==> src/rtl/pu_div_master.sv <==
// Bus initiator for one divider PU: two operand writes, fixed wait, then quotient/remainder reads.
// Optional remainder read is enabled by defining PU_DIV_MASTER_REMAIN_EN.
module pu_div_master #(
    parameter int DATA_WIDTH  = 32,
    parameter int ATTR_WIDTH  = 4,
    parameter int INVALID     = 0,
    parameter int WAIT_CYCLES = 6
) (
    input  logic                  clk,
    input  logic                  rst,
    input  logic                  req_valid,
    output logic                  req_ready,
    input  logic [DATA_WIDTH-1:0] req_numer,
    input  logic [DATA_WIDTH-1:0] req_denom,
    input  logic [ATTR_WIDTH-1:0] req_attr,
    output logic                  signal_wr,
    output logic                  signal_wr_sel,
    output logic [DATA_WIDTH-1:0] data_out,
    output logic [ATTR_WIDTH-1:0] attr_out,
    output logic                  signal_oe,
    output logic                  signal_oe_sel,
    input  logic [DATA_WIDTH-1:0] data_in,
    input  logic [ATTR_WIDTH-1:0] attr_in,
    output logic                  resp_valid,
    input  logic                  resp_ready,
    output logic [DATA_WIDTH-1:0] resp_quotient,
    output logic [DATA_WIDTH-1:0] resp_remain,
    output logic                  resp_invalid
);

    // Handshakes: a transfer happens on a rising edge where valid and ready are both 1;
    // the master never drops resp_valid or changes resp_* before that edge.
    typedef enum logic [2:0] {IDLE, WR_A, WR_B, WAIT, RD_Q, RD_R, RESP} state_t;

    state_t                state;
    state_t                state_next;
    logic [7:0]            cnt;
    logic [DATA_WIDTH-1:0] numer;
    logic [DATA_WIDTH-1:0] denom;
    logic [ATTR_WIDTH-1:0] attr;
    logic                  rst_done;
    logic                  accept;
    logic                  attr_unused;

    assign accept      = req_valid && req_ready;
    assign attr_unused = &{1'b0, attr_in};

    always_ff @(posedge clk) begin
        if (!rst) begin
            state         <= IDLE;
            cnt           <= '0;
            numer         <= '0;
            denom         <= '0;
            attr          <= '0;
            rst_done      <= 1'b0;
            resp_quotient <= '0;
            resp_invalid  <= 1'b0;
        end else begin
            state    <= state_next;
            rst_done <= 1'b1;
            if (accept) begin
                numer <= req_numer;
                denom <= req_denom;
                attr  <= req_attr;
            end
            if (state == WR_B) begin
                cnt <= 8'(WAIT_CYCLES - 1);
            end else if (state == WAIT) begin
                cnt <= cnt - 8'd1;
            end
            if (state == RD_Q) begin
                resp_quotient <= data_in;
                resp_invalid  <= attr_in[INVALID];
            end
        end
    end

`ifdef PU_DIV_MASTER_REMAIN_EN
    always_ff @(posedge clk) begin
        if (!rst) begin
            resp_remain <= '0;
        end else if (state == RD_R) begin
            resp_remain <= data_in;
        end
    end
`else
    assign resp_remain = '0;
`endif

    // Bus outputs are pure state decodes so idle cycles drive zeros onto the wired-OR bus.
    always_comb begin
        state_next    = state;
        req_ready     = 1'b0;
        signal_wr     = 1'b0;
        signal_wr_sel = 1'b0;
        data_out      = '0;
        attr_out      = '0;
        signal_oe     = 1'b0;
        signal_oe_sel = 1'b0;
        resp_valid    = 1'b0;
        case (state)
            IDLE: begin
                req_ready = rst_done;
                if (req_valid && rst_done) state_next = WR_A;
            end
            WR_A: begin
                signal_wr  = 1'b1;
                data_out   = numer;
                attr_out   = attr;
                state_next = WR_B;
            end
            WR_B: begin
                signal_wr     = 1'b1;
                signal_wr_sel = 1'b1;
                data_out      = denom;
                attr_out      = attr;
                state_next    = WAIT;
            end
            WAIT: begin
                if (cnt == 8'd0) state_next = RD_Q;
            end
            RD_Q: begin
                signal_oe = 1'b1;
`ifdef PU_DIV_MASTER_REMAIN_EN
                state_next = RD_R;
`else
                state_next = RESP;
`endif
            end
`ifdef PU_DIV_MASTER_REMAIN_EN
            RD_R: begin
                signal_oe     = 1'b1;
                signal_oe_sel = 1'b1;
                state_next    = RESP;
            end
`endif
            RESP: begin
                resp_valid = 1'b1;
                if (resp_ready) state_next = IDLE;
            end
            default: state_next = IDLE;
        endcase
    end

endmodule

==> config.mk <==
export PLATFORM = sky130hd
export DESIGN_NAME = pu_div_master
export DESIGN_NICKNAME = d
export VERILOG_FILES = /design/src/rtl/pu_div_master.sv
export SDC_FILE = /design/constraint.sdc
export NUM_CORES = 1
export LEC_CHECK = 0
export CORE_MARGIN = 4
export CORE_UTILIZATION = 40
export DETAILED_ROUTE_END_ITERATION = 16
export MAX_ROUTING_LAYER = met4
export PLACE_DENSITY = 0.85
export SETUP_SLACK_MARGIN = 0.02
export SKIP_CTS_REPAIR_TIMING = 1
export SYNTH_ARGS = -nofsm -noshare
export SYNTH_HDL_FRONTEND = slang
export SYNTH_SLANG_ARGS = --single-unit
==> constraint.sdc <==
create_clock -name clk -period 4.1 [get_ports clk]
set_input_delay 0.615 -clock clk [delete_from_list [all_inputs] [get_ports clk]]
set_output_delay 0.615 -clock clk [all_outputs]
set_load 0.02 [all_outputs]
==> metrics.md, run 1 <==
| Metric | Value |
|---|---|
| Peak Freq | 268 MHz |
| Worst Path Arrival | 3.11 ns |
| Initial core utilization | 41.1% |
| Number of CTS-inserted buffers | 17 |
| Tcrit/Tclk final | 90.9% |
| Synth area leader | dfxtp_1 |
| Die height | 122 um |
| Post-DRT Antenna Nets | 0 |
| Final setup skew | 0.00627 ns |
| # fillers | 1,148 |
| Post-synth cell types | 40 |
| Cell Area, Placed | 0.00688 sq mm |
| Vias in the first global route | 4,487 |
| Post-synth top cells | 113 x dfxtp_1, 71 x nand3_1, 71 x o21ai_0, 70 x nand2_1, 66 x a21boi_0 |
| Avg Cell Area, Syn | 8.60 sq um |
| Post-route DRC violation count | 0 |
| Final setup fails | 0 |
| CP max-delay cell | dfxtp_1 |
| Boundary Pins | 215 |
| Drt total wl | 14.8 mm |
| Max stage delay on crit path | 0.69 ns |
| Dpl ws | 0.820 ns |
| Final hold vios | 0 |
| Largest net degree at the start of global routing | 71 |
| VDD IR max | 0.277 mV |
| Initial antenna violation count | 0 |
| Synth area leaders | dfxtp_1 43%, a21boi_0 9.5%, nand3_1 6.8% |
| Post-DP HPWL | 9.34 mm |
| PwrDens | 438 mW/mm^2 |
| Largest fanout on the critical path | 33 |
| Inserted Diodes | 0 |
| Clock sinks | 113 |
| EDFF count, synth | 0 |
| Synthesis-to-finish area growth | 42.0% |
| Chip width | 122 um |
| DRT iter0 DRCs | 384 |
| GP Congestion | 0.800 |
| Full die area | 0.0150 sq mm |
| Post-synth top area share | 43.3% |
| Cell Chain, Critical Path | or3b_2, inv_2, a22o_1, clkdlybuf4s50_1 |
| Unrepaired setup endpoints after global routing | false |
| Tmin final | 3.73 ns |
| I/O Buffers | 178 |
| Max cap viols | 0 |
| Synth async-reset ratio | 0% |
| Synthesis-stage register bit count | 113 |
| CP Capture Type | primary output |
| Measured slew at the worst slew-check pin | 1.09 ns |
| First-pass GRT wire length | 22.5 mm |
| WP data required | 3.48 ns |
| Clock slew at reported path FFs | 0.05 ns |
| Ys flop type | dfxtp_1 |
| Mapped Area | 0.00523 sq mm |
| Fin nets | 862 |
| Routed vias | 4,813 |
| Clk_lat worst skew | 0.41 ns |
| Setup ws final | 0.374 ns |
| Cell Rows | 41 |
| Cell with the most instances after synthesis | dfxtp_1 |
| Final instance area | 0.00742 sq mm |
| Core ar. | 0.0127 sq mm |
| Share of layout cells above drive strength 1 | 6.04% |
| Global route overflow | 0 |
| Slew Viols, Final | 0 |
| 1st-pass router iterations | 5 |
| Synth warnings | 0 |
| LEAKAGE | 2.65 nW |
| Root Driver | clkbuf_16 |
| Crit Path Class | flip-flop to primary output |
| Pwr Total | 3.25 mW |
| Outcome | finished, final reports clean |
| CP Launch Type | flip-flop |
| Max Root-Sink Buffers | 2 |
| DR WL/cell | 15.8 um |
| Type of the tightest min-delay check | flip-flop to flip-flop |
| Fin Setup TNS | 0 ns |
| TritonCTS clock tree | built |
| Rel. slew slack | 27.1% |
| H-tree depth | 4 |
| Post-synthesis sequential area ratio | 43.3% |
| Cells after synthesis | 608 |
| GRT Overall Usage | 19.4% |
| DR vias/cell | 5.15 |
-- final timing paths --
path	start	end	slack, ns	cells past startpoint
min reg2reg	resp_quotient[22]	resp_quotient[22]	0.45	2
min	resp_quotient[22]	resp_quotient[22]	0.45	2
max reg2reg	state[1]	numer[28]	1.81	3
max	state[1]	data_out[29]	0.37	4
-- worst max-delay path, delay by kind of cell, from the launching register on --
kind / cells / cell delay, ns
AOI/OAI and AO/OA: 1 / 0.28
buffers and inverters: 2 / 1.17
and+or+nand+nor: 1 / 0.56
DFF: 1 / 0.69
-- flip-flops by register name, summed over array words and instances, names as in the netlist --
signal         flops
attr               4
cnt                8
denom             32
numer             32
resp_invalid       1
resp_quotient     32
rst_done           1
state              3
-- cell usage in the layout (no fill, tap or decap), types with 2 or more instances in the layout --
cell and n:
clkdlybuf4s50_1 177, dfxtp_1 113, o21ai_0 71, nand3_1 71, nand2_1 69, a21boi_0 66, a21boi_1 37, conb_1 33
a22o_1 32, clkbuf_16 17, buf_4 7, and2_1 6, a21oi_1 6, nor2_1 5, clkbuf_8 4, clkinv_2 4
or3_1 3, o31ai_1 3, or4_1 3, inv_2 2, inv_1 2, nand3b_1 2, nor4_1 2, ha_1 2
clkbuf_1 2
-- cell families after synthesis --
group / Yosys count / synth area share, %
other: 1 / 0.0718
multiplexers: 1 / 0.192
buffers and inverters: 96 / 10.4
AO/OA/AOI/OAI: 220 / 28.9
flip-flops: 113 / 43.3
adder cells (fa/ha/maj): 2 / 0.479
XOR/XNOR: 2 / 0.335
AND/OR/NAND/NOR: 173 / 16.4
-- power breakdown --
part           internal, mW  leakage [nW]  total (mW)  switching [mW]
logic                 0.264          1.46       0.676           0.412
clock network         0.880         0.271        1.35           0.470
registers              1.17         0.917        1.23          0.0582
-- per-layer routing --
| metal | wire [um] | up-vias | global-route usage (%) |
|---|---|---|---|
| li1 | - | 2364 | - |
| met1 | 6220 | 2245 | 24.1 |
| met2 | 7030 | 189 | 29.9 |
| met3 | 1300 | 15 | 6.18 |
| met4 | 212 | 0 | 6.72 |
| met5 | 0 | - | - |
-- final cells by class --
type                    instances  area, sq um  share of cell area (%)
multi-input cells             431         2550                    34.4
flip-flops and latches        113         2260                    30.5
inverters                       4         15.0                   0.202
clock inverters                 6         57.6                   0.776
repair buffers                185         1830                    24.7
clock buffers                  23          488                    6.58
well taps                     172          215                    2.90
-- through the flow --
step | util [%] | hold WS, ns | instances
CTS | 58.3 | 0.451 | 934
global route | 58.3 | 0.467 | 934
floorplan | - | 0.438 | 640
finish | 58.3 | 0.449 | 934
global placement | 54.0 | 0.440 | 905
detailed placement | 54.0 | 0.444 | 905
(Power assumes the default switching activity.)
==> run 2: changes to the inputs <==
Settings changed: CORE_MARGIN 4 to 2.
==> run 2 against run 1 <==
  * Via count increased by 1.3%
  * Combinational power hardly changed
  * Fmax hardly changed
  * Cell count up 0.21%
  * Sequential share of layout area decreased by 0.11 points
  * Die area down 6.4%
  * Critical path depth unchanged
  * First-iteration DRC count up 11%
  * Power rose by 0.32%
  * Clock skew increased by 0.017 ns
  * Critical endpoint is now data_out[26]
  * Highest routed layer unchanged
==> metrics.md, run 2 (synthesized netlist as in run 1, its figures left out) <==
| Metric | Value |
|---|---|
| Largest fanout on the critical path | 33 (unchanged) |
| Pwr Total | 3.26 mW (+0.32%) |
| Cell Rows | 41 (unchanged) |
| Global route overflow | 0 (unchanged) |
| Switch share | 28.8% (-0.11 points) |
| I/O Buffers | 178 (unchanged) |
| Worst Path Arrival | 3.11 ns (about the same) |
| Combinational share of power | 20.8% (about the same) |
| Leading registers by flop count | denom: 32 flops, numer: 32 flops, resp_quotient: 32 flops |
| 1st-pass router iterations | 4 (-1) |
| Fin nets | 861 (-0.12%) |
| Drt total wl | 14.5 mm (-1.6%) |
| DR WL/cell | 15.5 um (-1.8%) |
| WP data required | 3.48 ns (about the same) |
| Tmin final | 3.72 ns (-0.00153 ns) |
| GRT Overall Usage | 21.1% (+1.6 points) |
| Dpl ws | 0.833 ns (+0.0122 ns) |
| Boundary Pins | 215 (unchanged) |
| CP Launch Type | flip-flop |
| Peak Freq | 269 MHz (about the same) |
| Initial antenna violation count | 1 (+1) |
| Die height | 118 um (-3.3%) |
| Clk_lat worst skew | 0.42 ns (about the same) |
| Max Root-Sink Buffers | 2 (unchanged) |
| Final hold vios | 0 (unchanged) |
| Sequential power share | 37.7% (about the same) |
| Setup ws final | 0.376 ns (+0.00153 ns) |
| Number of CTS-inserted buffers | 17 (unchanged) |
| Outcome | finished, final reports clean |
| WHS | 0.448 ns (-0.00110 ns) |
| Rel. slew slack | 24.1% (-2.9 points) |
| Unrepaired setup endpoints after global routing | false |
| Final setup skew | 0.0232 ns (+0.0169 ns) |
| Largest net degree at the start of global routing | 71 (unchanged) |
| LEAKAGE | 2.65 nW (+0.15%) |
| First-pass GRT wire length | 23.2 mm (+3.1%) |
| Final setup fails | 0 (unchanged) |
| Most frequent cells in the layout | 177 x clkdlybuf4s50_1, 113 x dfxtp_1, 71 x o21ai_0, 71 x nand3_1, 69 x nand2_1 |
| Type of the tightest min-delay check | flip-flop to flip-flop |
| Measured slew at the worst slew-check pin | 1.13 ns (+0.0399 ns) |
| Commonest non-fill, non-tap cell in the layout | clkdlybuf4s50_1 |
| VDD IR max | 0.239 mV (-14%) |
| Post-route DRC violation count | 0 (unchanged) |
| Post-DRT Antenna Nets | 0 (unchanged) |
| PwrDens | 438 mW/mm^2 (about the same) |
| Clock slew at reported path FFs | 0.05 ns (about the same) |
| Non-filler cells, final | 936 (+0.21%) |
| Share of layout cells above drive strength 1 | 5.77% (-0.27 points) |
| Root Driver | clkbuf_16 |
| H-tree depth | 4 (unchanged) |
| DRT iter0 DRCs | 425 (+11%) |
| TritonCTS clock tree | built |
| Max cap viols | 0 (unchanged) |
| Clock sinks | 113 (unchanged) |
| Synthesis-to-finish area growth | 42.5% |
| GP Congestion | 0.780 (-2.5%) |
| Chip width | 118 um (-3.3%) |
| Clk pwr share | 41.5% (about the same) |
| Core ar. | 0.0127 sq mm (-0.40%) |
| Post-DP HPWL | 9.18 mm (-1.7%) |
| Vias in the first global route | 4,565 (+1.7%) |
| Int Pwr | 2.32 mW (+0.47%) |
| Full die area | 0.0140 sq mm (-6.4%) |
| Initial core utilization | 41.2% (+0.17 points) |
| Final instance area | 0.00745 sq mm (+0.35%) |
| DR vias/cell | 5.21 (+1.1%) |
| Fin util | 58.8% (+0.44 points) |
| Cell Area, Placed | 0.00689 sq mm (+0.25%) |
| Net Switching | 940 uW (about the same) |
| Dpl cells | 904 (-0.11%) |
| Tcrit/Tclk final | 90.8% (about the same) |
| CP Capture Type | primary output |
| Fin Setup TNS | 0 ns (unchanged) |
| Slew Viols, Final | 0 (unchanged) |
| Crit Path Class | flip-flop to primary output |
| Routed vias | 4,875 (+1.3%) |
[run 2: area by class of cell]
type,count,area [sq um]
tap,172,215
antenna,1,2.50
clock buffer,26,499
sequential,113,2260
clock inverter,5,52.6
inverter,4,15.0
timing repair buffer,184,1850
fill,1117,5220
multi-input combinational,431,2550
[run 2: per-layer routing]
layer | up-vias | wire length [um] | track usage, %
met5 | - | 0 | -
met4 | 0 | 204 | 7.76
met3 | 16 | 986 | 6.23
met2 | 169 | 6870 | 33.1
met1 | 2320 | 6460 | 25.6
li1 | 2370 | - | -
[run 2: worst max-delay path, stage by stage, from the launching register on]
cell	delay, ns
dfxtp_1	0.70
or3b_2	0.57
inv_2	0.54
a22o_1	0.28
clkdlybuf4s50_1	0.61
[run 2: path summary, 6_finish.rpt]
kind / from / end / slack (ns) / cells past startpoint
max: state[1] / data_out[26] / 0.38 / 4
min: resp_quotient[17] / resp_quotient[17] / 0.45 / 2
max reg2reg: state[1] / denom[3] / 1.83 / 3
min reg2reg: resp_quotient[17] / resp_quotient[17] / 0.45 / 2
[run 2: power by group through the flow]
| stage | sequential, mW | clock [mW] | combinational, mW |
|---|---|---|---|
| 2_1_floorplan | 1.23 | 0 | 0.468 |
| 3_3_place_gp | 1.25 | 0 | 0.670 |
| 3_5_place_dp | 1.25 | 0 | 0.677 |
| 4_1_cts | 1.23 | 1.39 | 0.682 |
| 5_1_grt | 1.24 | 1.43 | 0.735 |
| 6_report | 1.23 | 1.36 | 0.679 |
==> run 3: changes to the inputs <==
Settings changed: CELL_PAD_IN_SITES_DETAIL_PLACEMENT from default to 0, CELL_PAD_IN_SITES_GLOBAL_PLACEMENT from default to 1, CORE_UTILIZATION 40 to 33, HOLD_SLACK_MARGIN from default to 0.02, PLACE_DENSITY 0.85 to 0.95, RECOVER_POWER from default to 100.
==> run 3 against run 2 <==
  * Clock skew is 0.014 ns lower
  * The flow now finishes with violations (max-capacitance violations, max-slew violations)
  * Register-to-register slack worse by 0.88 ns
  * Flip-flop and latch count stayed put
  * Power hardly changed
  * Largest power group unchanged
  * Cell count is 5.0% higher
  * First-iteration DRC count is 37% lower
==> metrics.md, run 3 (synthesized netlist as in run 1, its figures left out) <==
| Metric | Value |
|---|---|
| Outcome | complete, but fails checks |
| Failing checks | max-capacitance violations, max-slew violations |
| Measured slew at the worst slew-check pin | 2.08 ns (+0.947 ns) |
| Cells on worst reg2reg path | 6 (+3) |
| DRT iter0 DRCs | 266 (-37%) |
| Cell Rows | 46 (+12%) |
| Post-route DRC violation count | 0 (unchanged) |
| Post-DP HPWL | 9.32 mm (+1.5%) |
| Peak Freq | 276 MHz (+3.0%) |
| Clk_lat worst skew | 0.41 ns (about the same) |
| Share of layout cells above drive strength 1 | 6.39% (+0.62 points) |
| Boundary Pins | 215 (unchanged) |
| Max cap viols | 1 (+1) |
| GP Congestion | 0.746 (-4.3%) |
| I/O Buffers | 178 (unchanged) |
| Tmin final | 3.62 ns (-0.107 ns) |
| Synthesis-to-finish area growth | 43.5% |
| Routed vias | 4,796 (-1.6%) |
| Drt total wl | 14.5 mm (-0.15%) |
| Worst Path Arrival | 3.00 ns (-0.11 ns) |
| Global route overflow | 0 (unchanged) |
| Fin nets | 865 (+0.46%) |
| DR vias/cell | 4.88 (-6.3%) |
| VDD IR max | 0.296 mV (+24%) |
| WP data required | 3.48 ns (about the same) |
| Number of CTS-inserted buffers | 17 (unchanged) |
| Largest net degree at the start of global routing | 71 (unchanged) |
| Core ar. | 0.0157 sq mm (+24%) |
| Final setup fails | 0 (unchanged) |
| DR WL/cell | 14.8 um (-4.9%) |
| Most frequent cells in the layout | 113 x dfxtp_1, 103 x clkdlybuf4s50_1, 98 x a21boi_0 |
| Root Driver | clkbuf_16 |
| Initial core utilization | 33.4% (-7.9 points) |
| Vias in the first global route | 4,564 (-0.022%) |
| Unrepaired setup endpoints after global routing | false |
| Initial antenna violation count | 0 (-1) |
| Fin util | 47.9% (-11 points) |
| Worst reg-to-reg setup slack | 0.95 ns (-0.88 ns) |
| CP Launch Point | state[0] |
| Final setup skew | 0.00933 ns (-0.0139 ns) |
| Crit Path Class | flip-flop to primary output |
| Rel. slew slack | -38.7% (-63 points) |
| Leading registers by flop count | denom: 32 flops, numer: 32 flops, resp_quotient: 32 flops |
| Final hold vios | 0 (unchanged) |
| Tcrit/Tclk final | 88.2% (-2.6 points) |
| CP Capture Type | primary output |
| Inserted Diodes | 0 (-1) |
| Clock sinks | 113 (unchanged) |
| LEAKAGE | 2.89 nW (+8.8%) |
| Worst Setup EP | data_out[30] |
| Post-DRT Antenna Nets | 0 (unchanged) |
| GRT Overall Usage | 17.6% (-3.5 points) |
| Max Root-Sink Buffers | 2 (unchanged) |
| 1st-pass router iterations | 4 (unchanged) |
| Largest fanout on the critical path | 33 (unchanged) |
| Reg2reg end | resp_quotient[24] |
| CP max-delay cell | dlygate4sd3_1 |
| Reg2reg start | state[2] |
| Die height | 130 um (+9.8%) |
| Full die area | 0.0169 sq mm (+20%) |
| Fin Setup TNS | 0 ns (unchanged) |
| Slew Viols, Final | 71 (+71) |
| Type of the tightest min-delay check | flip-flop to flip-flop |
| PwrDens | 435 mW/mm^2 (-0.75%) |
| Clock slew at reported path FFs | 0.05 ns (about the same) |
| Max stage delay on crit path | 0.70 ns (about the same) |
| Commonest non-fill, non-tap cell in the layout | dfxtp_1 |
| Min-Delay Startpoint | resp_quotient[31] |
| First-pass GRT wire length | 22.8 mm (-1.6%) |
| Cell Chain, Critical Path | or3b_2, inv_2, a22o_1, dlygate4sd3_1 |
| H-tree depth | 4 (unchanged) |
| Chip width | 130 um (+9.8%) |
| TritonCTS clock tree | built |
| CP Launch Type | flip-flop |
| WHS | 0.447 ns (-0.000362 ns) |
[run 3: worst min path at each step]
| stage | to | depth (start not counted) |
|---|---|---|
| 2_1_floorplan | cnt[0] | 1 |
| 3_3_place_gp | resp_quotient[4] | 2 |
| 3_5_place_dp | resp_quotient[5] | 2 |
| 4_1_cts | resp_quotient[5] | 2 |
| 5_1_grt | resp_quotient[15] | 2 |
| 6_report | resp_quotient[31] | 2 |
[run 3: area by class of cell]
type	count	area (sq um)
Timing Repair Buffer	188	1840
Inverter	4	15.0
Clock buffer	18	439
Tap cell	216	270
Sequential cell	113	2260
Fill cell	1578	8160
Multi-Input combinational cell	431	2550
Clock inverter	13	114
[run 3: through the flow]
stage | power (mW) | std cells | worst slack, ns | cell area [sq um]
global placement | 1.93 | 952 | 0.993 | 6950
CTS | 3.33 | 983 | 0.524 | 7510
floorplan | 1.70 | 640 | 2.07 | 5350
finish | 3.26 | 983 | 0.483 | 7500
detailed placement | 1.94 | 952 | 0.968 | 6950
global route | 3.42 | 983 | 0.314 | 7500
[run 3: worst max-delay path: cells and delay by family (launching register included)]
| kind | cells | cell delay, ns |
|---|---|---|
| buffers and inverters | 2 | 1.25 |
| flip-flops | 1 | 0.49 |
| AO/OA/AOI/OAI | 1 | 0.25 |
| AND/OR/NAND/NOR | 1 | 0.60 |
[run 3: per-layer routing]
| layer | wire length [um] | global-route usage (%) | vias to the layer above |
|---|---|---|---|
| met5 | 0 | - | - |
| met4 | 253 | 6.14 | 0 |
| met3 | 1150 | 5.49 | 20 |
| met2 | 6580 | 27.0 | 167 |
| met1 | 6520 | 21.8 | 2229 |
| li1 | - | - | 2380 |
[run 3: power by group]
group	total (mW)	internal, mW	leakage, nW	switching [mW]
registers	1.22	1.17	0.917	0.0485
logic	0.674	0.254	1.71	0.420
clock network	1.37	0.842	0.260	0.528
total	3.26	2.26	2.89	0.997
==> variant, RTL diff (flow settings as in run 3) <==
Encoding of `state_t`: now one-hot (7 bits for 7 states).
--- a/src/rtl/pu_div_master.sv
+++ b/src/rtl/pu_div_master.sv
@@ -32,3 +32,3 @@
     // the master never drops resp_valid or changes resp_* before that edge.
-    typedef enum logic [2:0] {IDLE, WR_A, WR_B, WAIT, RD_Q, RD_R, RESP} state_t;
+    typedef enum logic [6:0] {IDLE = 7'b0000001, WR_A = 7'b0000010, WR_B = 7'b0000100, WAIT = 7'b0001000, RD_Q = 7'b0010000, RD_R = 7'b0100000, RESP = 7'b1000000} state_t;
 
Behaviour: same outputs for any inputs over 10 cycles, from zero or initial values and one cycle with rst low; not proved beyond that.
==> variant against run 3 <==
First-iteration DRC count shrank 4.1%. Sequential cell count grew 3. Wire length shrank 11%. Die area shrank 7.7%. Sequential power is essentially flat. Core utilization grew 2.2 points. Total power shrank 4.9%. Design area shrank 4.0%. Critical path depth grew 1. Worst setup slack lost 94 ps. Area after synthesis shrank 7.9%. Fmax shrank 2.5%. Clock skew shrank 2.7 ps. Critical endpoint is now data_out[15].
==> variant: results <==
export IMPL_finClkSkew_ps=6.62
export IMPL_cts_buffers=17
export IMPL_dp_hpwl_mm=8.79
export IMPL_fin_nets=874
export IMPL_drt_iter0_drc=255
export IMPL_diodes=0
export IMPL_antenna_found_initial=0
export IMPL_drive_above_1_share_pct=5.80
export IMPL_worstPathArrival_ps=3100
export IMPL_synth_distinct_cells=46
export IMPL_hp_class="reg -> reg"
export IMPL_root_buffer="clkbuf_16"
export IMPL_powerClk_w=0.00153
export IMPL_yosysSeqAreaShare_pct=48.2
export IMPL_first_pass_iters=4
export IMPL_route_detailed_drc=0
export IMPL_via_per_inst=4.64
export IMPL_path_clk_slew_ps=50
export IMPL_worst_path_max_fanout=12
export IMPL_gp_congestion=0.778
export IMPL_dp_worst_setup_slack_ps=1040
export IMPL_top_regs="denom (32), numer (32), resp_quotient (32)"
export IMPL_p_leak_nw=2.82
export IMPL_outcome="finished clean"
export IMPL_worstSkewPairLatency_ps=410
export IMPL_yosys_top_cells_count="204 x nand2_1, 116 x dfxtp_1, 99 x a21oi_1"
export IMPL_io_buffers=178
export IMPL_p_int_w=0.00237
export IMPL_htree_levels=4
export IMPL_grt_usage_pct=17.0
export IMPL_cts_buffer_depth=2
export IMPL_post_drt_wl_per_cell_um=13.5
export IMPL_ir_worst_vdd_mv=0.247
export IMPL_synth_async_reset_ratio_pct=0
export IMPL_grt_max_degree=54
export IMPL_grt_pass1_wl_mm=20.6
export IMPL_grt_pass1_vias=4203
export IMPL_worst_pin_slew_ps=1420
export IMPL_ys_top_cells_by_area="dfxtp_1 48%, nand2_1 16%, a21oi_1 10%"
export IMPL_p_seq_share_pct=39.3
export IMPL_yosysWarnings=0
[variant: area by class of cell]
class / instances / area, µm²
Clock buffer: 23 / 498
Clock inverter: 8 / 123
Fill cell: 1409 / 7170
Inverter: 4 / 15.0
Multi-Input combinational cell: 438 / 2160
Sequential cell: 116 / 2320
Tap cell: 184 / 230
Timing Repair Buffer: 187 / 1850
[variant: critical path, cell delays in order (launching register included)]
cell and delay (ps):
dfxtp_1 370, or4_1 680, nor2_4 390, clkbuf_1 360, a22o_1 190, dlygate4sd3_1 680
[variant: metal layers]
metal  up-vias  track usage, %  wire (µm)
li1       2270               -          -
met1      2039            19.7       5670
met2       126            26.7       6140
met3        22            5.33        782
met4         0            8.26        328
met5         -               -          0
[variant: stage by stage]
step / total power, W / util [%] / area (µm²) / cells
finish: 0.00310 / 50.1 / 7200 / 960
global route: 0.00323 / 50.1 / 7200 / 960
CTS: 0.00315 / 50.3 / 7230 / 960
detailed placement: 0.00160 / 46.0 / 6610 / 929
global placement: 0.00160 / 46.0 / 6610 / 929
floorplan: 0.00147 / - / 4930 / 631
[variant: path summary, 6_finish.rpt]
check | slack, ps | to | depth (start not counted) | start
max | 390 | data_out[15] | 5 | state[6]
min | 450 | attr[0] | 2 | attr[0]
max reg2reg | 820 | numer[16] | 5 | state[2]
min reg2reg | 450 | attr[0] | 2 | attr[0]
[variant: cell families (layout without fill, tap and decap cells)]
| kind of cell | count (synthesis) | count (layout) | share of synthesized area, % |
|---|---|---|---|
| simple gates | 249 | 249 | 22.0 |
| compound gates | 148 | 148 | 18.7 |
| flops | 116 | 116 | 48.2 |
| buf+inv | 77 | 222 | 9.36 |
| xor+xnor | 6 | 6 | 1.09 |
| fa+ha+maj | 2 | 2 | 0.520 |
| other cells | 1 | 33 | 0.0779 |
